[src/rtl/control_fsm.sv]
// Multi-cycle control FSM for the copperv core: fetch/memory bus timeouts, external
// mul/div handshake, illegal-instruction trap and a retired-instruction counter.
module control_fsm #(
    parameter int unsigned FETCH_TIMEOUT = 16,
    parameter int unsigned MEM_TIMEOUT   = 16,
    parameter int unsigned MULDIV_EN     = 1,
    parameter int unsigned INSTRET_WIDTH = 32,
    parameter int unsigned TMO_WIDTH     = 8,
    localparam int unsigned INST_TYPE_WIDTH    = 4,
    localparam int unsigned ALU_COMP_WIDTH     = 3,
    localparam int unsigned FUNCT_WIDTH        = 4,
    localparam int unsigned RD_DIN_SEL_WIDTH   = 2,
    localparam int unsigned PC_NEXT_SEL_WIDTH  = 2,
    localparam int unsigned ALU_DIN1_SEL_WIDTH = 1,
    localparam int unsigned ALU_DIN2_SEL_WIDTH = 2,
    localparam int unsigned ALU_OP_WIDTH       = 4
) (
    input  logic                          clk,
    input  logic                          rst,
    input  logic [INST_TYPE_WIDTH-1:0]    inst_type_i,
    input  logic                          inst_valid_i,
    input  logic [ALU_COMP_WIDTH-1:0]     alu_comp_i,
    input  logic [FUNCT_WIDTH-1:0]        funct_i,
    input  logic                          muldiv_i,
    input  logic                          data_valid_i,
    input  logic                          ext_busy_i,
    output logic                          inst_fetch_o,
    output logic                          store_data_o,
    output logic                          load_data_o,
    output logic                          ext_start_o,
    output logic                          rd_en_o,
    output logic                          rs1_en_o,
    output logic                          rs2_en_o,
    output logic [RD_DIN_SEL_WIDTH-1:0]   rd_din_sel_o,
    output logic [PC_NEXT_SEL_WIDTH-1:0]  pc_next_sel_o,
    output logic [ALU_DIN1_SEL_WIDTH-1:0] alu_din1_sel_o,
    output logic [ALU_DIN2_SEL_WIDTH-1:0] alu_din2_sel_o,
    output logic [ALU_OP_WIDTH-1:0]       alu_op_o,
    output logic                          trap_o,
    output logic [1:0]                    trap_cause_o,
    output logic                          retire_o,
    output logic [INSTRET_WIDTH-1:0]      instret_o
);

    localparam logic [3:0] InstImm = 4'd0, InstIntImm = 4'd1, InstIntReg = 4'd2,
                           InstBranch = 4'd3, InstStore = 4'd4, InstLoad = 4'd5,
                           InstJal = 4'd6, InstJalr = 4'd7, InstAuipc = 4'd8, InstFence = 4'd9;
    localparam logic [3:0] FunctAdd = 4'd0, FunctSub = 4'd1, FunctSll = 4'd2, FunctSlt = 4'd3,
                           FunctSltu = 4'd4, FunctXor = 4'd5, FunctSrl = 4'd6, FunctSra = 4'd7,
                           FunctOr = 4'd8, FunctAnd = 4'd9, FunctEq = 4'd10, FunctNeq = 4'd11,
                           FunctLt = 4'd12, FunctGte = 4'd13, FunctLtu = 4'd14,
                           FunctGteu = 4'd15;
    localparam logic [1:0] RdDinSelImm = 2'd0, RdDinSelAlu = 2'd1, RdDinSelMem = 2'd2,
                           RdDinSelExt = 2'd3;
    localparam logic [1:0] PcNextSelStall = 2'd0, PcNextSelIncr = 2'd1,
                           PcNextSelAddImm = 2'd2, PcNextSelAddRs1Imm = 2'd3;
    localparam logic       AluDin1SelRs1 = 1'b0, AluDin1SelPc = 1'b1;
    localparam logic [1:0] AluDin2SelImm = 2'd0, AluDin2SelRs2 = 2'd1, AluDin2SelConst4 = 2'd2;
    localparam logic [3:0] AluOpNop = 4'd0, AluOpAdd = 4'd1, AluOpSub = 4'd2, AluOpSll = 4'd3,
                           AluOpSlt = 4'd4, AluOpSltu = 4'd5, AluOpXor = 4'd6, AluOpSrl = 4'd7,
                           AluOpSra = 4'd8, AluOpOr = 4'd9, AluOpAnd = 4'd10;
    localparam logic [1:0] CauseFetch = 2'd0, CauseMem = 2'd1, CauseIllegal = 2'd2;

    localparam bit MuldivOn   = (MULDIV_EN != 0);
    localparam bit FetchTmoOn = (FETCH_TIMEOUT != 0);
    localparam bit MemTmoOn   = (MEM_TIMEOUT != 0);
    localparam logic [TMO_WIDTH-1:0] FetchLimit =
        TMO_WIDTH'(FetchTmoOn ? FETCH_TIMEOUT - 1 : 0);
    localparam logic [TMO_WIDTH-1:0] MemLimit = TMO_WIDTH'(MemTmoOn ? MEM_TIMEOUT - 1 : 0);

    typedef enum logic [2:0] {
        StReset, StFetch, StDecode, StExec, StExecWait, StMem, StTrap
    } state_e;

    state_e                   state_q, state_d;
    logic                     entry_q;
    logic [TMO_WIDTH-1:0]     tmo_q, tmo_d;
    logic [1:0]               trap_cause_q, trap_cause_d;
    logic [INSTRET_WIDTH-1:0] instret_q, instret_d;
    logic                     fetch_tmo, mem_tmo, is_load;

    function automatic logic [3:0] funct_alu_op(input logic [3:0] f);
        case (f)
            FunctAdd:  return AluOpAdd;
            FunctSub:  return AluOpSub;
            FunctSll:  return AluOpSll;
            FunctSlt:  return AluOpSlt;
            FunctSltu: return AluOpSltu;
            FunctXor:  return AluOpXor;
            FunctSrl:  return AluOpSrl;
            FunctSra:  return AluOpSra;
            FunctOr:   return AluOpOr;
            FunctAnd:  return AluOpAnd;
            default:   return AluOpNop;
        endcase
    endfunction

    // alu_comp bit 0 = EQ, bit 1 = LT (signed), bit 2 = LTU.
    function automatic logic branch_taken(input logic [3:0] f, input logic [2:0] c);
        case (f)
            FunctEq:   return c[0];
            FunctNeq:  return ~c[0];
            FunctLt:   return c[1];
            FunctGte:  return ~c[1];
            FunctLtu:  return c[2];
            FunctGteu: return ~c[2];
            default:   return 1'b0;
        endcase
    endfunction

    assign fetch_tmo    = FetchTmoOn && (tmo_q == FetchLimit);
    assign mem_tmo      = MemTmoOn && (tmo_q == MemLimit);
    assign is_load      = (inst_type_i == InstLoad);
    assign retire_o     = (pc_next_sel_o != PcNextSelStall);
    assign trap_cause_o = trap_cause_q;
    assign instret_o    = instret_q;

    always_comb begin
        state_d        = state_q;
        trap_cause_d   = trap_cause_q;
        inst_fetch_o   = 1'b0;
        store_data_o   = 1'b0;
        load_data_o    = 1'b0;
        ext_start_o    = 1'b0;
        rd_en_o        = 1'b0;
        rs1_en_o       = 1'b0;
        rs2_en_o       = 1'b0;
        rd_din_sel_o   = RdDinSelImm;
        pc_next_sel_o  = PcNextSelStall;
        alu_din1_sel_o = AluDin1SelRs1;
        alu_din2_sel_o = AluDin2SelImm;
        alu_op_o       = AluOpNop;
        trap_o         = 1'b0;
        unique case (state_q)
            StReset: state_d = StFetch;
            StFetch: begin
                inst_fetch_o = entry_q;
                if (inst_valid_i) begin
                    state_d = (inst_type_i == InstJal) ? StExec : StDecode;
                end else if (fetch_tmo) begin
                    state_d      = StTrap;
                    trap_cause_d = CauseFetch;
                end
            end
            StDecode: begin
                state_d = StExec;
                case (inst_type_i)
                    InstImm: begin
                        rd_en_o       = 1'b1;
                        rd_din_sel_o  = RdDinSelImm;
                        pc_next_sel_o = PcNextSelIncr;
                        state_d       = StFetch;
                    end
                    InstFence: begin
                        pc_next_sel_o = PcNextSelIncr;
                        state_d       = StFetch;
                    end
                    InstIntImm, InstJalr, InstLoad: rs1_en_o = 1'b1;
                    InstAuipc, InstJal: ;
                    InstIntReg: begin
                        if (muldiv_i && !MuldivOn) begin
                            state_d      = StTrap;
                            trap_cause_d = CauseIllegal;
                        end else begin
                            rs1_en_o = 1'b1;
                            rs2_en_o = 1'b1;
                        end
                    end
                    InstBranch, InstStore: begin
                        rs1_en_o = 1'b1;
                        rs2_en_o = 1'b1;
                    end
                    default: begin
                        state_d      = StTrap;
                        trap_cause_d = CauseIllegal;
                    end
                endcase
            end
            StExec: begin
                state_d = StFetch;
                case (inst_type_i)
                    InstIntImm, InstIntReg: begin
                        alu_din2_sel_o = (inst_type_i == InstIntReg) ? AluDin2SelRs2
                                                                     : AluDin2SelImm;
                        alu_op_o = funct_alu_op(funct_i);
                        if (inst_type_i == InstIntReg && muldiv_i && MuldivOn) begin
                            ext_start_o = entry_q;
                            state_d     = StExecWait;
                        end else begin
                            rd_en_o       = 1'b1;
                            rd_din_sel_o  = RdDinSelAlu;
                            pc_next_sel_o = PcNextSelIncr;
                        end
                    end
                    InstBranch: begin
                        alu_din2_sel_o = AluDin2SelRs2;
                        pc_next_sel_o  = branch_taken(funct_i, alu_comp_i) ? PcNextSelAddImm
                                                                           : PcNextSelIncr;
                    end
                    InstStore, InstLoad: begin
                        alu_op_o = AluOpAdd;
                        state_d  = StMem;
                    end
                    InstJal, InstJalr: begin
                        alu_din1_sel_o = AluDin1SelPc;
                        alu_din2_sel_o = AluDin2SelConst4;
                        alu_op_o       = AluOpAdd;
                        rd_en_o        = 1'b1;
                        rd_din_sel_o   = RdDinSelAlu;
                        pc_next_sel_o  = (inst_type_i == InstJal) ? PcNextSelAddImm
                                                                  : PcNextSelAddRs1Imm;
                    end
                    InstAuipc: begin
                        alu_din1_sel_o = AluDin1SelPc;
                        alu_op_o       = AluOpAdd;
                        rd_en_o        = 1'b1;
                        rd_din_sel_o   = RdDinSelAlu;
                        pc_next_sel_o  = PcNextSelIncr;
                    end
                    default: ;
                endcase
            end
            StExecWait: begin
                // Unit latency is at least one cycle, so busy is not sampled on entry.
                if (!entry_q && !ext_busy_i) begin
                    rd_en_o       = 1'b1;
                    rd_din_sel_o  = RdDinSelExt;
                    pc_next_sel_o = PcNextSelIncr;
                    state_d       = StFetch;
                end
            end
            StMem: begin
                alu_op_o     = AluOpAdd;
                load_data_o  = entry_q & is_load;
                store_data_o = entry_q & ~is_load;
                if (data_valid_i) begin
                    pc_next_sel_o = PcNextSelIncr;
                    rd_en_o       = is_load;
                    rd_din_sel_o  = is_load ? RdDinSelMem : RdDinSelImm;
                    state_d       = StFetch;
                end else if (mem_tmo) begin
                    state_d      = StTrap;
                    trap_cause_d = CauseMem;
                end
            end
            StTrap: begin
                trap_o  = 1'b1;
                state_d = StFetch;
            end
            default: state_d = StReset;
        endcase
    end

    always_comb begin
        tmo_d = tmo_q;
        if (state_d != state_q) begin
            tmo_d = '0;
        end else if ((state_q == StFetch || state_q == StMem) && tmo_q != {TMO_WIDTH{1'b1}}) begin
            tmo_d = tmo_q + 1'b1;
        end
        instret_d = instret_q + INSTRET_WIDTH'(retire_o);
    end

    always_ff @(posedge clk or posedge rst) begin
        if (rst) begin
            state_q      <= StReset;
            entry_q      <= 1'b0;
            tmo_q        <= '0;
            trap_cause_q <= 2'd0;
            instret_q    <= '0;
        end else begin
            state_q      <= state_d;
            entry_q      <= (state_d != state_q);
            tmo_q        <= tmo_d;
            trap_cause_q <= trap_cause_d;
            instret_q    <= instret_d;
        end
    end

endmodule

[config.mk]
export PLATFORM = sky130hd
export DESIGN_NAME = control_fsm
export DESIGN_NICKNAME = d
export VERILOG_FILES = /design/src/rtl/control_fsm.sv
export SDC_FILE = /design/constraint.sdc
export NUM_CORES = 1
export LEC_CHECK = 0
export ABC_AREA = 1
export CORE_MARGIN = 2
export CORE_UTILIZATION = 46
export DETAILED_ROUTE_END_ITERATION = 6
export PLACE_DENSITY = 0.74
export SYNTH_ARGS = -nofsm -noshare
export SYNTH_HDL_FRONTEND = slang
export SYNTH_SLANG_ARGS = --single-unit
[constraint.sdc]
create_clock -name clk -period 2.5 [get_ports clk]
set_clock_uncertainty 0.1 [all_clocks]
set_input_delay 0.25 -clock clk [delete_from_list [all_inputs] [get_ports clk]]
set_output_delay 0.25 -clock clk [all_outputs]
set_load 0.02 [all_outputs]
# Word-level counts from Yosys, hierarchy flattened
# Memory sizes are Yosys's and may differ from the RTL's.
# Index checks and enable logic that the tools add are counted.
[word_totals]
reg_bits = 46
mem_bits_ro = 64
input_bits = 17
output_inout_bits = 54
elab_cells = 123
mem_count = 1
[memory_table]
columns = ["name", "words", "word_bits", "rd", "rd_ports_with_merged_regs", "write_ports", "line_no", "text"]
rows = [
  ["(name not given)", 16, 4, 1, 0, 0, "83", "case (f)"],
]
[op_classes]
add_sub_neg = 2
n_eq_ne = 29
n_mux = 57
n_bitwise = 6
n_reduce_logical = 23
[op_table]
columns = ["cell", "n"]
rows = [
  ["adder 32 x 1 -> 32 bit", 1],
  ["== test 4 bit (second input constant)", 8],
  ["two-way mux 1 bit", 26],
  ["two-way mux 2 bit", 10],
  ["one-hot mux 2 bit (3 select lines)", 3],
  ["one-hot mux 3 bit (6 select lines)", 1],
  ["== test 4 x 3 -> 1 bit (second input constant)", 4],
  ["two-way mux 8 bit", 2],
  ["one-hot mux 2 bit (4 select lines)", 2],
  ["one-hot mux 4 bit (2 select lines)", 2],
  ["two-way mux 3 bit", 5],
  ["one-hot mux 3 bit (2 select lines)", 2],
  ["!= test 2 bit (second input constant)", 5],
  ["OR reduction 10 bit", 1],
  ["OR reduction 2 bit", 5],
  ["== test 3 bit (second input constant)", 3],
  ["adder 8 x 1 -> 8 bit (second input constant)", 1],
  ["== test 4 x 2 -> 1 bit (second input constant)", 2],
  ["== test 8 x 4 -> 1 bit (second input constant)", 1],
  ["!= test 8 bit (second input constant)", 1],
  ["OR reduction 8 bit", 1],
  ["== test 3 x 2 -> 1 bit (second input constant)", 2],
  ["one-hot mux 1 bit (6 select lines)", 1],
  ["AND reduction 6 bit", 1],
  ["17 further kinds", 27],
]

# Depth between registers and ports, before layout
# Gate-level depths: netlist of the first run.
[depth]
ltp_word = 9
depth_mapped = 20
mapped_depth_nobuf = 20

# Worst setup path before layout of the first run
# OpenSTA, ideal clock, no wires.
[synth_path]
path_type = "in2reg"
start = "input inst_type_i[1]"
end = "register instret_q[22], in the netlist instret_o[22]"
setup_ns = 0.080
arrival_time_ns = 2.576
t_required_ns = 2.320
setup_slack_ns = -0.256
cell_stages = 17
path_buffers = 1
cell_sequence = "buf_4 > nor2_1 > inv_1 > nor3_1 > inv_1 > o21ai_0 > o21ai_0 > nand3_1 > ha_1 > ha_1 > inv_1 > nor2_2 > inv_1 > nor2_1 > inv_1 > nor3_1 > xor2_1"
[synth_between]
elab_chain_len = 7
elab_cells_between_ends = 19
classes_between = "add/sub: 1; eq/ne: 7; mux: 5; reduce/logical: 6"
[synth_lines]
columns = ["element", "line_no", "text"]
rows = [
  ["start: declaration", "20", "input logic [INST_TYPE_WIDTH-1:0] inst_type_i,"],
  ["== test 4 x 2 -> 1 bit", "181, 186", ""],
  ["logical AND 1 bit", "186", "if (inst_type_i == InstIntReg && muldiv_i && MuldivOn) begin"],
  ["two-way mux 1 bit", "186", ""],
  ["one-hot mux 2 bit (4 select lines)", "181", "case (inst_type_i)"],
  ["one-hot mux 2 bit (4 select lines) *", "134", "unique case (state_q)"],
  ["nonzero test 2 bit *", "114", "assign retire_o = (pc_next_sel_o != PcNextSelStall);"],
  ["named net retire_o", "41", "output logic retire_o,"],
  ["adder 32 x 1 -> 32 bit *", "261", "instret_d = instret_q + INSTRET_WIDTH'(retire_o);"],
  ["named net instret_d[22]", "79", "logic [INSTRET_WIDTH-1:0] instret_q, instret_d;"],
  ["end signal: assignment", "276", "instret_q <= instret_d;"],
  ["end: declaration", "79", ""],
]
# The timed path passes the listed nets; every way through them passes the cells marked *.
# A chain may end at the register's enable or synchronous reset.

# Final worst setup path of the first run
[layout_path]
start = "register state_q[2]"
end = "output ext_start_o"
[layout_between]
elab_chain_len = 2
[layout_lines]
columns = ["element", "line_no", "text"]
rows = [
  ["start: declaration", "75", "state_e state_q, state_d;"],
  ["start signal: assignment", "266", "state_q <= StReset;"],
  ["start signal: assignment", "272", "state_q <= state_d;"],
  ["== test 3 x 2 -> 1 bit", "134", ""],
  ["two-way mux 1 bit", "134", ""],
  ["end: declaration", "30", "output logic ext_start_o,"],
]
# Every way passes these cells.

==> results of run 1 <==
==> critical path: cells and delay by family (launching register included) <==
kind / cells / cell delay [ns]
buffers and inverters: 3 / 0.96
AND/OR/NAND/NOR: 2 / 0.33
flip-flops: 1 / 0.46
==> what timing repair did <==
action | in CTS | in global routing
pin swaps | 5 | 7
endpoints found under the setup margin | 31 | 23
gates cloned | 0 | 0
hold buffers | 0 | 0
buffers inserted | 0 | 5
resized for setup | 23 | 39
==> per-layer routing <==
layer	part of all wire	global-route usage
met5	0	0
met3	0.062	0.0510
met1	0.45	0.315
met4	0.019	0.0736
met2	0.47	0.411
==> stage by stage <==
step | instance area (um^2) | hold slack, ns
final | 4570 | 0.226
after global routing | 4570 | 0.284
after CTS | 4440 | 0.243
after detailed placement | 4330 | 0.372
after global placement | 4330 | 0.366
after floorplan | 3090 | 0.319
==> placed cells by master, fill, tap and decap left out, drive strengths merged, types with 6 or more instances in the layout <==
| cell type | count |
|---|---|
| nor3 | 30 |
| o21ai | 8 |
| xnor2 | 10 |
| ha | 8 |
| dfrtp | 46 |
| nand3 | 28 |
| nand4 | 13 |
| nor4 | 6 |
| clkdlybuf4s50 | 49 |
| a21oi | 11 |
| nor2 | 57 |
| dlygate4sd2 | 10 |
| clkbuf | 10 |
| dlymetal6s2s | 6 |
| xor2 | 26 |
| inv | 62 |
| buf | 67 |
| nand2 | 96 |
==> cells by family after synthesis <==
| family | count (synthesis) |
|---|---|
| and+or+nand+nor | 234 |
| buffers and inverters | 64 |
| DFF | 46 |
| xor gates and xnor gates | 36 |
| AOI/OAI and AO/OA | 29 |
| adders and majority gates | 8 |
==> where the power goes <==
group	leakage (uW)	switching, uW	total (uW)	internal (uW)
clock network	0.0000544	262	516	254
logic	0.00161	790	1360	573
registers	0.000603	107	946	839
==> path summary, 6_finish.rpt <==
| check | from | endpoint | slack, ns | cells past startpoint |
|---|---|---|---|---|
| setup / recovery | state_q[2] | ext_start_o | 0.11 | 5 |
| hold / removal | rst | instret_o[15] | 0.23 | 2 |
| min in group clk | instret_o[31] | instret_o[31] | 0.38 | 1 |
| setup reg to reg | state_q[0] | instret_o[13] | 0.14 | 15 |
| hold reg to reg | instret_o[31] | instret_o[31] | 0.38 | 1 |
| max in group asynchronous | rst | tmo_q[1] | 1.51 | 3 |
==> final cells by class <==
class                      instances  area [um^2]
inverter                          62          233
sequential                        46         1150
fill                             552         1820
multi-input combinational        307         1790
clock buffer                       7         96.3
tap                               77         96.3
clock inverter                     1         8.76
timing repair buffer             137         1190
==> flip-flops by register name, indices dropped and copies added (netlist names) <==
signal,flops
entry_q,1
trap_cause_o,2
tmo_q,8
state_q,3
instret_o,32
==> metrics.txt, run 1 <==
mux share of post-synthesis cell area=0; YS warnings=0; Post-synth top cells=92 x nand2_1, 56 x inv_1, 51 x nor2_1, 46 x dfrtp_1, 29 x nor3_1; 1st-iter DRT viols=151; Vias=between 3k and 4k; #FFs+latches synth=between 40 and 50; largest family of logic cells by synthesized area=simple AND/OR/NAND/NOR gates; leakage=0.00227 uW; FP Rows=29; Root Driver=clkbuf_8; DIE AREA=7310 um^2; crit-path cells=inv_2 > nand3_2 > buf_4 > nor3_1 > clkdlybuf4s50_1; Mapped Nets=442; share of layout cells above drive strength 1=0.232; PortBufs=70; Ports=between 70 and 80; Inst Count DP=624; crit-path max FO=6; post-DP HPWL=6970 um; CTS sink count=46; fin util=0.716; status=finished clean; slowest CP cell=clkdlybuf4s50_1; gp weighted congestion=0.922; Post-Synth Adder-Cell Area=0.0327; area grow syn2layout=49.5%; dominant cell type by area after synthesis=dfrtp_1; total global-route track usage=0.244; final non-filler cell total=637; Crit Path Class=flop to output pin; vias in the first global route=approximately 3.2k; Hold Crit Class=input pin to asynchronous set/reset pin; Unique masters post-synth=34; largest net degree at the start of global routing=30; Max Root-Sink Buffers=2; mapped cell area=3060 um^2; Routed WL per cell=~14 um; startpoint types=flop; slowest stage delay, CP=0.65 ns; Die W=85.5 um; Cells after Synth=417; Residual DRC=0; Worst-path clk slew=0.09 ns; Clk Latency, worst-skew pair=~0.30 ns; post-route minimum period=approximately 2.4 ns; predominant post-synthesis flop cell=dfrtp_1; CP Capture Type=output pin; Max Clock Freq=418 MHz; core area=approximately 6400 um^2; Slew HR=0.607; antenna-violating nets left=0; Post-Synth Simple-Gate Area=0.349; Die Ht=85.5 um; max cap viols=0; Worst Tran Pin Value=0.588 ns; count leader, synth=nand2_1; syn avg cell area=7.33 um^2; fin crit share=0.957; post-synthesis sequential area ratio=0.377; post-synth top area share=0.377; initial antenna violation count=0; setup TNS=0 ns; overall power=2820 uW; TritonRoute pass-1 iters=4; grt total ovfl=0; Starting Density=0.479; P per Cell Area=618 nW/um^2; Final #Nets=approximately 580; Final Max Tran Viols=0; final worst slack=~0.11 ns; number of buffers created by CTS=5; first-pass GRT wire length=14500 um; final setup fails=0; Worst Path Required=2.15 ns; Detailed Route WL=8730 um; Antenna Cells=0; worst ir drop on vdd=0.000423 V; Hold Fails Final Rpt=0; CTS tree=yes; Synth Area in XOR/XNOR=0.103; Via-to-Cell Ratio=5.08; EDFF count, synth=0; RSZ-0062 raised after global routing=true; top cells by area, synth=dfrtp_1 38%, nand2_1 11%, xor2_1 7.4%, inv_1 6.9%, nor2_1 6.3%; Setup Slack @ Placement=-0.508 ns; Worst EP arrival=2.04 ns; maximum level of the CTS H-tree=2; async set-reset flop share out of synthesis=1.00; complex-gate fraction of the synthesized area=0.0565
Power figures use the tool's default switching activity.
==> run 2, diff against run 1 <==
==> constraint.sdc (replaced) <==
create_clock -name clk -period 2.5 [get_ports clk]
set_clock_uncertainty 0.1 [all_clocks]
set_input_delay 0.25 -clock clk [delete_from_list [all_inputs] [get_ports clk]]
set_output_delay 0.25 -clock clk [all_outputs]
set_load 0.005 [all_outputs]
==> run 2 against run 1 <==
Against the previous run:
- sequential share of layout area about the same
- clock-buffer cell count decreased by 2
- design area about the same
- worst hold slack got worse by 0.14 ns
- total power decreased by 2.4%
- utilization about the same
- first-iteration DRC count decreased by 26%
- via count decreased by 0.74%
- non-clock buffer count decreased by 3
- die area unchanged
- register-to-register slack improved by 0.05 ns
- sequential power decreased by 0.4%
- highest routed layer unchanged
==> metrics.txt, run 2 (same netlist as run 1, synthesis figures left out) <==
CP delay by family, top=buffers and inverters; Slew HR=0.657 (+0.0493); Die Ht=85.5 um (unchanged); Routed WL per cell=14.0 um (+2.2%); Worst Path Required=2.15 ns (about the same); Die W=85.5 um (unchanged); core area=6390 um^2 (unchanged); most frequent cells in the layout=89 x nand2_1, 64 x buf_4, 58 x clkdlybuf4s50_1; P per Cell Area=603 nW/um^2 (-2.5%); largest net degree at the start of global routing=21 (-30%); overall power=2760 uW (-2.4%); RSZ-0062 raised after global routing=false; Vias=3209 (-0.74%); area grow syn2layout=49.5% (about the same); initial antenna violation count=0 (unchanged); startpoint types=flop; crit-path max FO=4 (-2); max cap viols=0 (unchanged); share of layout cells above drive strength 1=0.230 (-0.00234); Clk Latency, worst-skew pair=0.31 ns (about the same); DIE AREA=7310 um^2 (unchanged); leakage=0.00216 uW (-4.4%); post-DP HPWL=7100 um (+1.9%); post-route minimum period=2.40 ns (+0.0104 ns); grt total ovfl=0 (unchanged); slowest CP cell=clkdlybuf4s50_1; Hold Fails Final Rpt=0 (unchanged); most common cell after layout, fill and taps aside=nand2_1; Crit Path Class=flop to output pin; Ports=71 (unchanged); Root Driver=clkbuf_8; Min Hold Slack=0.0852 ns (-0.140 ns); Detailed Route WL=8880 um (+1.7%); number of buffers created by CTS=5 (unchanged); Final #Nets=581 (-0.51%); first-pass GRT wire length=14400 um (-0.57%); crit-path cells=buf_4 > nand2_4 > nor2_4 > nand2_1 > buf_4 > o21ai_2 > buf_4 > clkdlybuf4s50_1; dpl cell area=4300 um^2 (-0.81%); Most common cell on crit path=buf_4; Starting Density=0.479 (unchanged); final instance area=4570 um^2 (about the same); antenna-violating nets left=0 (unchanged); Hold Crit Class=input pin to asynchronous set/reset pin; setup TNS=0 ns (unchanged); worst ir drop on vdd=0.000670 V (+58%); CP Capture Type=output pin; fin crit share=0.961 (+0.00417); max FFs per register=32 (unchanged); PortBufs=70 (unchanged); 1st-iter DRT viols=111 (-26%); CTS tree=yes; Worst-path clk slew=0.10 ns (about the same); Max Clock Freq=416 MHz (-0.43%); maximum level of the CTS H-tree=2 (unchanged); FP Rows=29 (unchanged); vias in the first global route=3057 (-4.8%); CTS sink count=46 (unchanged); TritonRoute pass-1 iters=5 (+1); gp weighted congestion=0.915 (-0.78%); Critical path buffers and inverters=4 (+1); Via-to-Cell Ratio=5.06 (-0.27%); status=finished clean; Final Max Tran Viols=0 (unchanged); final setup fails=0 (unchanged); Max Root-Sink Buffers=2 (unchanged); Antenna Cells=0 (unchanged); total global-route track usage=0.247 (+0.00299); Worst EP arrival=2.05 ns (about the same); slowest stage delay, CP=0.48 ns (-0.17 ns); Worst Tran Pin Value=0.510 ns (-0.0778 ns); Post-CTS Hold Buffers=0 (unchanged); Residual DRC=0 (unchanged)
-- run 2: cell types whose count changed in the layout (fill, tap and decap cells not counted), sizes merged --
cell / before / now
buf: 67 / 64
clkbuf: 10 / 6
clkdlybuf4s50: 49 / 58
clkinv: 1 / 0
clkinvlp: 0 / 2
dlygate4sd2: 10 / 6
dlymetal6s2s: 6 / 3
inv: 62 / 63
-- run 2: final timing paths --
| check | from | to | depth (start not counted) | slack (ns) |
|---|---|---|---|---|
| max in group asynchronous | rst | instret_o[30] | 3 | 1.66 |
| worst min register to register | instret_o[31] | instret_o[31] | 1 | 0.38 |
| worst max register to register | state_q[0] | instret_o[13] | 15 | 0.19 |
| worst min-delay path | rst | instret_o[1] | 2 | 0.09 |
| min in group clk | instret_o[31] | instret_o[31] | 1 | 0.38 |
| worst max-delay path | state_q[0] | rd_din_sel_o[1] | 8 | 0.1 |
-- run 2: what timing repair did --
action / CTS / global route
gates resized for setup: 21 / 38
buffers inserted: 2 / 2
cloned: 0 / 0
pin swaps: 7 / 10
setup endpoints to repair: 27 / 26
-- run 2: area by class of cell --
class | count | area (um^2)
inverters | 62 | 233
repair buffers | 134 | 1180
well taps | 77 | 96.3
flip-flops and latches | 46 | 1150
multi-input cells | 307 | 1820
clock buffers | 5 | 68.8
clock inverters | 3 | 23.8
fillers | 528 | 1820
-- run 2: worst register-to-register path, cell delays in order (launching register included) --
cell	delay, ns
dfrtp_2	0.46
buf_4	0.15
nand2_4	0.07
nor2_4	0.04
nand2_1	0.09
nand2_2	0.07
a21oi_2	0.16
nand3_2	0.12
ha_4	0.20
nand3_2	0.10
buf_4	0.15
nor2_1	0.05
nand2_2	0.12
nor2_2	0.06
buf_4	0.13
xor2_1	0.13
-- run 2: through the flow --
step	util	setup slack (ns)	std cells
after global placement	0.673	-0.497	622
after detailed placement	0.673	-0.564	622
final	0.716	0.0976	634
after floorplan	-	0.000628	417
after global routing	0.716	0.0146	634
after CTS	0.693	-0.0148	632
-- run 2: layer usage --
metal / vias to the layer above / routed length [um] / GRT usage
li1: 1620 / - / -
met1: 1468 / 3860 / 0.324
met3: 17 / 351 / 0.0279
met2: 104 / 4500 / 0.430
met5: - / 0 / 0
met4: 0 / 176 / 0.0707
-- run 2: where the power goes --
| part | total [uW] | switching [uW] | internal, uW |
|---|---|---|---|
| clock | 489 | 289 | 201 |
| combinational | 1320 | 709 | 616 |
| sequential | 942 | 105 | 837 |
| total | 2760 | 1100 | 1650 |
==> run 3, diff against run 2 <==
--- a/config.mk
+++ b/config.mk
@@ -10,6 +10,7 @@
 export CORE_UTILIZATION = 46
 export DETAILED_ROUTE_END_ITERATION = 6
 export PLACE_DENSITY = 0.74
+export RECOVER_POWER = 50
 export SYNTH_ARGS = -nofsm -noshare
 export SYNTH_HDL_FRONTEND = slang
 export SYNTH_SLANG_ARGS = --single-unit
==> run 3 against run 2 <==
Against the previous run:
- final cell count is the same
- clock-buffer cell count did not move
- clock power hardly changed
- critical path type unchanged
- largest cell class unchanged
- sequential share of layout area grew 0.055 points
- first-iteration DRC count up 4.5%
- design area shrank 0.22%
- worst setup slack worse by 0.0038 ns
- largest power group unchanged
- die area unchanged
- critical path depth did not move
==> metrics.txt, run 3 (same netlist as run 1, synthesis figures left out) <==
share of layout cells above drive strength 1=0.223 (-0.00718); Max Used Layer=met4; first-pass GRT wire length=14400 um (unchanged); Crit Path Class=flop to output pin; Detailed Route WL=8900 um (+0.14%); Min Hold Slack=0.298 ns (+0.213 ns); antenna-violating nets left=0 (unchanged); FP Rows=29 (unchanged); Critical Path Source=state_q[0]; Clock power frac=0.179 (about the same); fin crit share=0.962 (+0.00150); most common cell after layout, fill and taps aside=nand2_1; Die Ht=85.5 um (unchanged); Worst EP arrival=2.06 ns (about the same); Hold Crit Class=input pin to asynchronous set/reset pin; status=finished clean; worst r2r src=state_q[0]; max cap viols=0 (unchanged); CP Capture Type=output pin; TritonRoute pass-1 iters=5 (unchanged); Final #Nets=581 (unchanged); worst ir drop on vdd=0.000673 V (+0.49%); number of buffers created by CTS=5 (unchanged); post-route minimum period=2.41 ns (+0.00376 ns); Int Pwr=1640 uW (-0.90%); reg2reg setup slack=0.18 ns (about the same); Reg2Reg Depth=15 (unchanged); RSZ-0062 raised after global routing=false; Max Clock Freq=416 MHz (-0.16%); Combinational Power Share=0.477 (-0.004); leakage=0.00221 uW (+2.1%); dpl cell area=4300 um^2 (unchanged); Post-CTS Hold Buffers=0 (unchanged); DIE AREA=7310 um^2 (unchanged); Worst Tran Pin Value=1.03 ns (+0.515 ns); sequential cell fraction of total power=0.344 (+0.002); Net Switching=1090 uW (-0.64%); setup TNS=0 ns (unchanged); CTS sink count=46 (unchanged); largest net degree at the start of global routing=21 (unchanged); Starting Density=0.479 (unchanged); Worst-path clk slew=0.10 ns (about the same); RR Endpoint=instret_o[13]; grt total ovfl=0 (unchanged); Worst Path Required=2.15 ns (about the same); Clk Latency, worst-skew pair=0.31 ns (about the same); final non-filler cell total=634 (unchanged); Final Max Tran Viols=0 (unchanged); final setup fails=0 (unchanged); switching share of power=0.401 (+0.000629); Max Root-Sink Buffers=2 (unchanged); Vias=3201 (-0.25%); post-DP HPWL=7100 um (unchanged); Root Driver=clkbuf_8; Routed WL per cell=14.0 um (+0.14%); PortBufs=70 (unchanged); most frequent cells in the layout=89 x nand2_1, 62 x buf_4, 52 x inv_1; met2 WL=4570 um (+1.7%); Ports=71 (unchanged); CTS tree=yes; Via-to-Cell Ratio=5.05 (-0.25%); vias in the first global route=3057 (unchanged); Antenna Cells=0 (unchanged); Hold Fails Final Rpt=0 (unchanged); overall power=2730 uW (-0.80%); gp weighted congestion=0.915 (unchanged); area grow syn2layout=49.2%; P per Cell Area=599 nW/um^2 (-0.58%); Slew HR=0.316 (-0.340); total global-route track usage=0.247 (unchanged); 1st-iter DRT viols=116 (+4.5%); max FFs per register=32 (unchanged); crit-path max FO=4 (unchanged); core area=6390 um^2 (unchanged); maximum level of the CTS H-tree=2 (unchanged); Die W=85.5 um (unchanged); met3 wire length=335 um (-4.6%); Residual DRC=0 (unchanged); Inst Count DP=622 (unchanged); startpoint types=flop; final instance area=4560 um^2 (-0.22%); initial antenna violation count=0 (unchanged); met1 wire length=3850 um (-0.36%)
run 3: changes by cell type in the layout (fill, tap and decap cells not counted):
cell | previous run | this run
buf_4 | 64 | 62
dlygate4sd3_1 | 0 | 24
clkbuf_1 | 0 | 2
nor2_2 | 9 | 8
clkdlybuf4s50_1 | 58 | 34
nor2_1 | 43 | 44
inv_1 | 51 | 52
inv_2 | 11 | 10
run 3: per-layer routing:
metal	track usage	vias up
met5	0	-
met4	0.0707	0
met3	0.0279	14
met2	0.430	80
li1	-	1625
met1	0.324	1482
run 3: power by group through the flow:
| stage | sequential [uW] | combinational, uW | clock [uW] |
|---|---|---|---|
| CTS | 924 | 1250 | 498 |
| floorplan | 932 | 622 | 0 |
| finish | 940 | 1300 | 491 |
| detailed placement | 937 | 1220 | 0 |
| global placement | 934 | 1200 | 0 |
| global route | 951 | 1420 | 532 |
run 3: final cells by class:
class                   count  area [um^2]
well taps                  77         96.3
fillers                   532         1830
repair buffers            134         1170
multi-input cells         307         1820
clock inverters             3         23.8
inverters                  62          233
clock buffers               5         68.8
flip-flops and latches     46         1150
run 3: metrics by stage:
step / utilization / setup slack [ns]
3_5_place_dp: 0.673 / -0.564
3_3_place_gp: 0.673 / -0.497
5_1_grt: 0.714 / 0.0146
6_report: 0.714 / 0.0938
2_1_floorplan: - / 0.000628
4_1_cts: 0.693 / -0.0148
run 3: how the worst max path moves through the flow:
stage                       to  slack [ns]
4_1_cts            alu_op_o[0]       -0.01
3_3_place_gp     instret_o[22]       -0.50
6_report       rd_din_sel_o[1]        0.09
3_5_place_dp     instret_o[22]       -0.56
5_1_grt        rd_din_sel_o[1]        0.01
2_1_floorplan    instret_o[22]      0.0006
run 3: timing repair:
item,in CTS,in global routing
pin swaps,7,10
buffers inserted,2,2
resized for setup,21,38
endpoints found under the setup margin,27,26
run 3: worst max-delay path, stage by stage, from the launching register on:
cell             delay (ns)
dfrtp_2                0.43
buf_4                  0.14
nand2_4                0.05
nor2_4                 0.10
nand2_1                0.09
buf_4                  0.15
o21ai_2                0.18
buf_4                  0.13
clkdlybuf4s50_1        0.48
==> RTL edit 1, RTL diff (settings of run 2) <==
`INSTRET_WIDTH`: 32 -> 28.
--- a/src/rtl/control_fsm.sv
+++ b/src/rtl/control_fsm.sv
@@ -5,5 +5,5 @@
     parameter int unsigned MEM_TIMEOUT   = 16,
     parameter int unsigned MULDIV_EN     = 1,
-    parameter int unsigned INSTRET_WIDTH = 32,
+    parameter int unsigned INSTRET_WIDTH = 28,
     parameter int unsigned TMO_WIDTH     = 8,
     localparam int unsigned INST_TYPE_WIDTH    = 4,
Ports: changed (resized instret_o); port bits go from 71 to 67. The function was not compared with the original's and may differ.
==> RTL edit 1 against run 2 <==
Total power fell by 10%. Clock power fell by 11%. Critical endpoint is now rd_en_o. Worst hold slack improved by 0.21 ns. Area after synthesis fell by 9.0%. Sequential cell count fell by 4. Die area fell by 8.6%. Routed wire length fell by 19%. Worst setup slack improved by 0.038 ns. Design area fell by 10%. Non-clock buffer count fell by 8.
==> RTL edit 1: results <==
outcome:
  status: "completed"
final_layout:
  n_antenna_cell: 0
  final_cells: 569
  drive_gt1_frac: 0.251
  nets: 518
  largest_register_ffs: 28
  nFillCells: 478
worst_setup_path:
  max_stage_delay_ns: 0.50
  cp.arrival_ns: 2.01
  slowest_stage: "clkdlybuf4s50_1"
  cp_max_fo: 6
pwr:
  power_leakage_nw: 2.05
  max-vdd-ir-drop_v: 0.000565
global_route:
  first_global_vias: 2525
  grt_pass1_wl_um: 11700
  antenna_found_initial: 0
  gr-usage-all-layers: 0.224
  grt_max_degree: 43
yosys:
  ys_types: 38
  synth_commonest_cells: "91 x nand2_1, 44 x nor2_1, 42 x dfrtp_1"
  synth_cells: 362
  synth_fa_ha_area_frac: 0.0360
  synth_warnings: 0
  synth_area_leaders: "dfrtp_1 38%, nand2_1 12%, xor2_1 6.0%, nor2_1 5.9%, inv_1 5.4%"
  synth_compound_area_frac: 0.0531
  synthMuxAreaShare: 0
  synth_fp_nets: 387
  synth_xor_xnor_area_share: 0.101
  ys_seq_area_frac: 0.378
  async_flop_share: 1.00
placed_design:
  dp_hpwl_um: 5620
  gp_congestion: 0.951
  dp_slack_ns: -0.498
  dp.cells: 553
  port_buffers: 66
cts:
  ctsHtreeMaxLevel: 2
  clk_latency_ns: 0.30
  path_clk_slew_ns: 0.08
  root_buffer: "clkbuf_8"
  clock_path_buffers: 2
  cts_buffers: 5
drt:
  drt_first_iter_violations: 116
  dr.pass1.iters: 5
  wl_per_cell_um: 12.6
  dr_total_vias: 2793
  ant_nets: 0
min_path:
  holdCritPathClass: "in2async"
timing:
  worst_pin_slew_ns: 0.528
## RTL edit 1: changes by cell type after synthesis, sizes merged, moves of 4 or more
cell | before | now
nor4 | 6 | 2
nor2 | 57 | 61
dfrtp | 46 | 42
nand4 | 13 | 4
a21oi | 11 | 7
nor3 | 30 | 11
xor2 | 26 | 19
inv | 62 | 49
## RTL edit 1: critical path: cells and delay by family, from the launching register on
family / cells / cell delay, ns
buffers and inverters: 4 / 0.85
AO/OA/AOI/OAI: 2 / 0.22
AND/OR/NAND/NOR: 2 / 0.18
flip-flops: 1 / 0.47
## RTL edit 1: worst paths after layout
path,slack [ns],depth (start not counted),to,start
worst max-delay path,0.14,8,rd_en_o,state_q[2]
worst min-delay path,0.29,3,instret_o[1],rst
worst max register to register,0.17,13,instret_o[25],state_q[0]
worst min register to register,0.40,1,instret_o[27],instret_o[27]
max in group asynchronous,1.62,3,state_q[1],rst
min in group clk,0.40,1,instret_o[27],instret_o[27]
## RTL edit 1: routing by layer
metal / vias up / track usage / wire length [um]
met1: 1318 / 0.313 / 3290
met4: 0 / 0.0400 / 46
met3: 4 / 0.0418 / 352
li1: 1405 / - / -
met5: - / 0 / 0
met2: 66 / 0.367 / 3500
## RTL edit 1: final cells by class
cell class,instances,area share
well taps,75,0.0229
flip-flops and latches,42,0.257
clock inverters,3,0.00518
repair buffers,126,0.269
multi-input cells,269,0.383
clock buffers,5,0.0168
inverters,49,0.0460
## RTL edit 1: stage by stage
| step | cell area (sq um) | hold WS (ns) | utilization | power [W] |
|---|---|---|---|---|
| finish | 4110 | 0.291 | 0.697 | 0.00247 |
| global route | 4110 | 0.368 | 0.697 | 0.00265 |
| CTS | 4060 | 0.302 | 0.690 | 0.00245 |
| detailed placement | 3910 | 0.386 | 0.664 | 0.00199 |
| global placement | 3910 | 0.368 | 0.664 | 0.00197 |
| floorplan | 2780 | 0.357 | - | 0.00153 |
## RTL edit 1: timing repair
item,CTS,global route
resized for setup,26,10
buffers inserted,6,2
pin swaps,5,3
endpoints found under the setup margin,20,19
## RTL edit 1: cells by family after synthesis
logic type	count (synthesis)
flops	42
buf+inv	51
compound gates	24
xor+xnor	32
fa+ha+maj	8
simple gates	205
## RTL edit 1: power by group
part,switching [W],internal [W]
clock,0.000239,0.000196
combinational,0.000643,0.000516
sequential,0.000107,0.000768
==> RTL edit 2, RTL diff (flow settings as in run 2) <==
Without the edit above. Re-encode `state_e` (7 states) as one-hot, 7 bits wide.
--- a/src/rtl/control_fsm.sv
+++ b/src/rtl/control_fsm.sv
@@ -69,6 +69,6 @@
     localparam logic [TMO_WIDTH-1:0] MemLimit = TMO_WIDTH'(MemTmoOn ? MEM_TIMEOUT - 1 : 0);
 
-    typedef enum logic [2:0] {
-        StReset, StFetch, StDecode, StExec, StExecWait, StMem, StTrap
+    typedef enum logic [6:0] {
+        StReset = 7'b0000001, StFetch = 7'b0000010, StDecode = 7'b0000100, StExec = 7'b0001000, StExecWait = 7'b0010000, StMem = 7'b0100000, StTrap = 7'b1000000
     } state_e;
 
Check against the original RTL: no difference found for any inputs over 10 cycles, from zero or initial values and one cycle with rst high; not proved beyond that.
==> RTL edit 2 against run 2 <==
Highest routed layer unchanged. Design area increased by 5.3%. Count of clock-buffer cells in the layout unchanged. Area after synthesis increased by 8.7%. Cell count increased by 6.3%. Register-to-register slack got worse by 0.04 ns. Worst setup slack improved by 0.052 ns. Critical endpoint is now retire_o. Sequential cell count increased by 4. Routed wire length increased by 1.1%.
Power is not compared: it rests on default switching activity, and its combinational part moved more than twofold at a synthesized area within 25%.
==> RTL edit 2: results <==
outcome:
  status: "completed"
drt:
  dr.pass1.iters: 4
  drt_first_iter_violations: 110
  dr_total_vias: 3383
  wl_per_cell_um: 13.3
global_route:
  gr-usage-all-layers: 0.237
  grt_max_degree: 51
  first_global_vias: 3323
yosys:
  synth_fp_nets: 472
  ys_types: 35
  ys_seq_area_frac: 0.377
  synth_cells: 447
  synth_fa_ha_area_frac: 0.0301
  synth_commonest_cells: "115 x nand2_1, 49 x dfrtp_1, 48 x nor2_1"
  synth_compound_area_frac: 0.0486
  synth_xor_xnor_area_share: 0.0764
  synth_area_leaders: "dfrtp_1 37%, nand2_1 13%, xor2_1 5.8%, nand3_1 5.4%, nor2_1 5.4%"
worst_setup_path:
  cp_max_fo: 5
  cp.arrival_ns: 2.00
timing:
  holdWs_ns: 0.318
  slew_headroom: 0.592
  setup_ws_ns: 0.150
final_layout:
  drive_gt1_frac: 0.237
  nets: 602
  nFillCells: 581
placed_design:
  dp_slack_ns: -0.492
  dp.cells: 660
cts:
  root_buffer: "clkbuf_8"
-- RTL edit 2: kinds of logic (layout without fill, tap and decap cells) --
| family | count (synthesis) | after routing |
|---|---|---|
| xor gates and xnor gates | 29 | 29 |
| buffers and inverters | 58 | 189 |
| DFF | 50 | 50 |
| adders and majority gates | 8 | 8 |
| and+or+nand+nor | 273 | 273 |
| AOI/OAI and AO/OA | 29 | 29 |
-- RTL edit 2: critical path, stage by stage, from the launching register on --
cell and delay (ns):
dfrtp_1 0.40, inv_2 0.07, nand2_4 0.06, nor2_4 0.16, nand4_1 0.17, and3_4 0.23
nand3_4 0.09, clkdlybuf4s50_1 0.52
-- RTL edit 2: metal layers --
metal / track usage / up-vias / share of wire
met5: 0 / - / 0
met4: 0.0841 / 0 / 0.027
met3: 0.0323 / 19 / 0.043
met2: 0.418 / 99 / 0.50
met1: 0.298 / 1564 / 0.43
li1: - / 1701 / -
-- RTL edit 2: per-stage QoR --
stage               cell area [sq um]   util
floorplan                        3320      -
global placement                 4500  0.651
detailed placement               4500  0.651
CTS                              4680  0.678
global route                     4810  0.697
finish                           4810  0.697
-- RTL edit 2: power by group through the flow --
stage / logic, W / clock network (W) / registers [W]
final: 0.000526 / 0.000581 / 0.000882
after global routing: 0.000587 / 0.000620 / 0.000886
after CTS: 0.000514 / 0.000593 / 0.000880
after detailed placement: 0.000506 / 0 / 0.000893
after global placement: 0.000498 / 0 / 0.000893
after floorplan: 0.000308 / 0 / 0.000893
-- RTL edit 2: final timing paths --
kind | startpoint | endpoint | depth (start not counted)
max | state_q[1] | retire_o | 7
min | rst | instret_o[31] | 3
max reg2reg | state_q[1] | instret_o[18] | 13
min reg2reg | instret_o[31] | instret_o[31] | 2
max in group asynchronous | rst | trap_cause_o[1] | 3
min in group clk | inst_type_i[2] | state_q[6] | 3
-- RTL edit 2: what timing repair did --
item                                    4_1_cts  5_1_grt
gates cloned                                  0        0
endpoints found under the setup margin       23       32
buffers inserted                              3        3
pin swaps                                     4       11
gates resized for setup                      17       37
-- RTL edit 2: area by class of cell --
| cell class | instances | area [sq um] | share of cell area |
|---|---|---|---|
| well taps | 96 | 120 | 0.0250 |
| inverters | 57 | 219 | 0.0455 |
| clock inverters | 3 | 43.8 | 0.00910 |
| clock buffers | 5 | 68.8 | 0.0143 |
| flip-flops and latches | 50 | 1250 | 0.260 |
| multi-input cells | 339 | 1980 | 0.411 |
| repair buffers | 124 | 1130 | 0.235 |
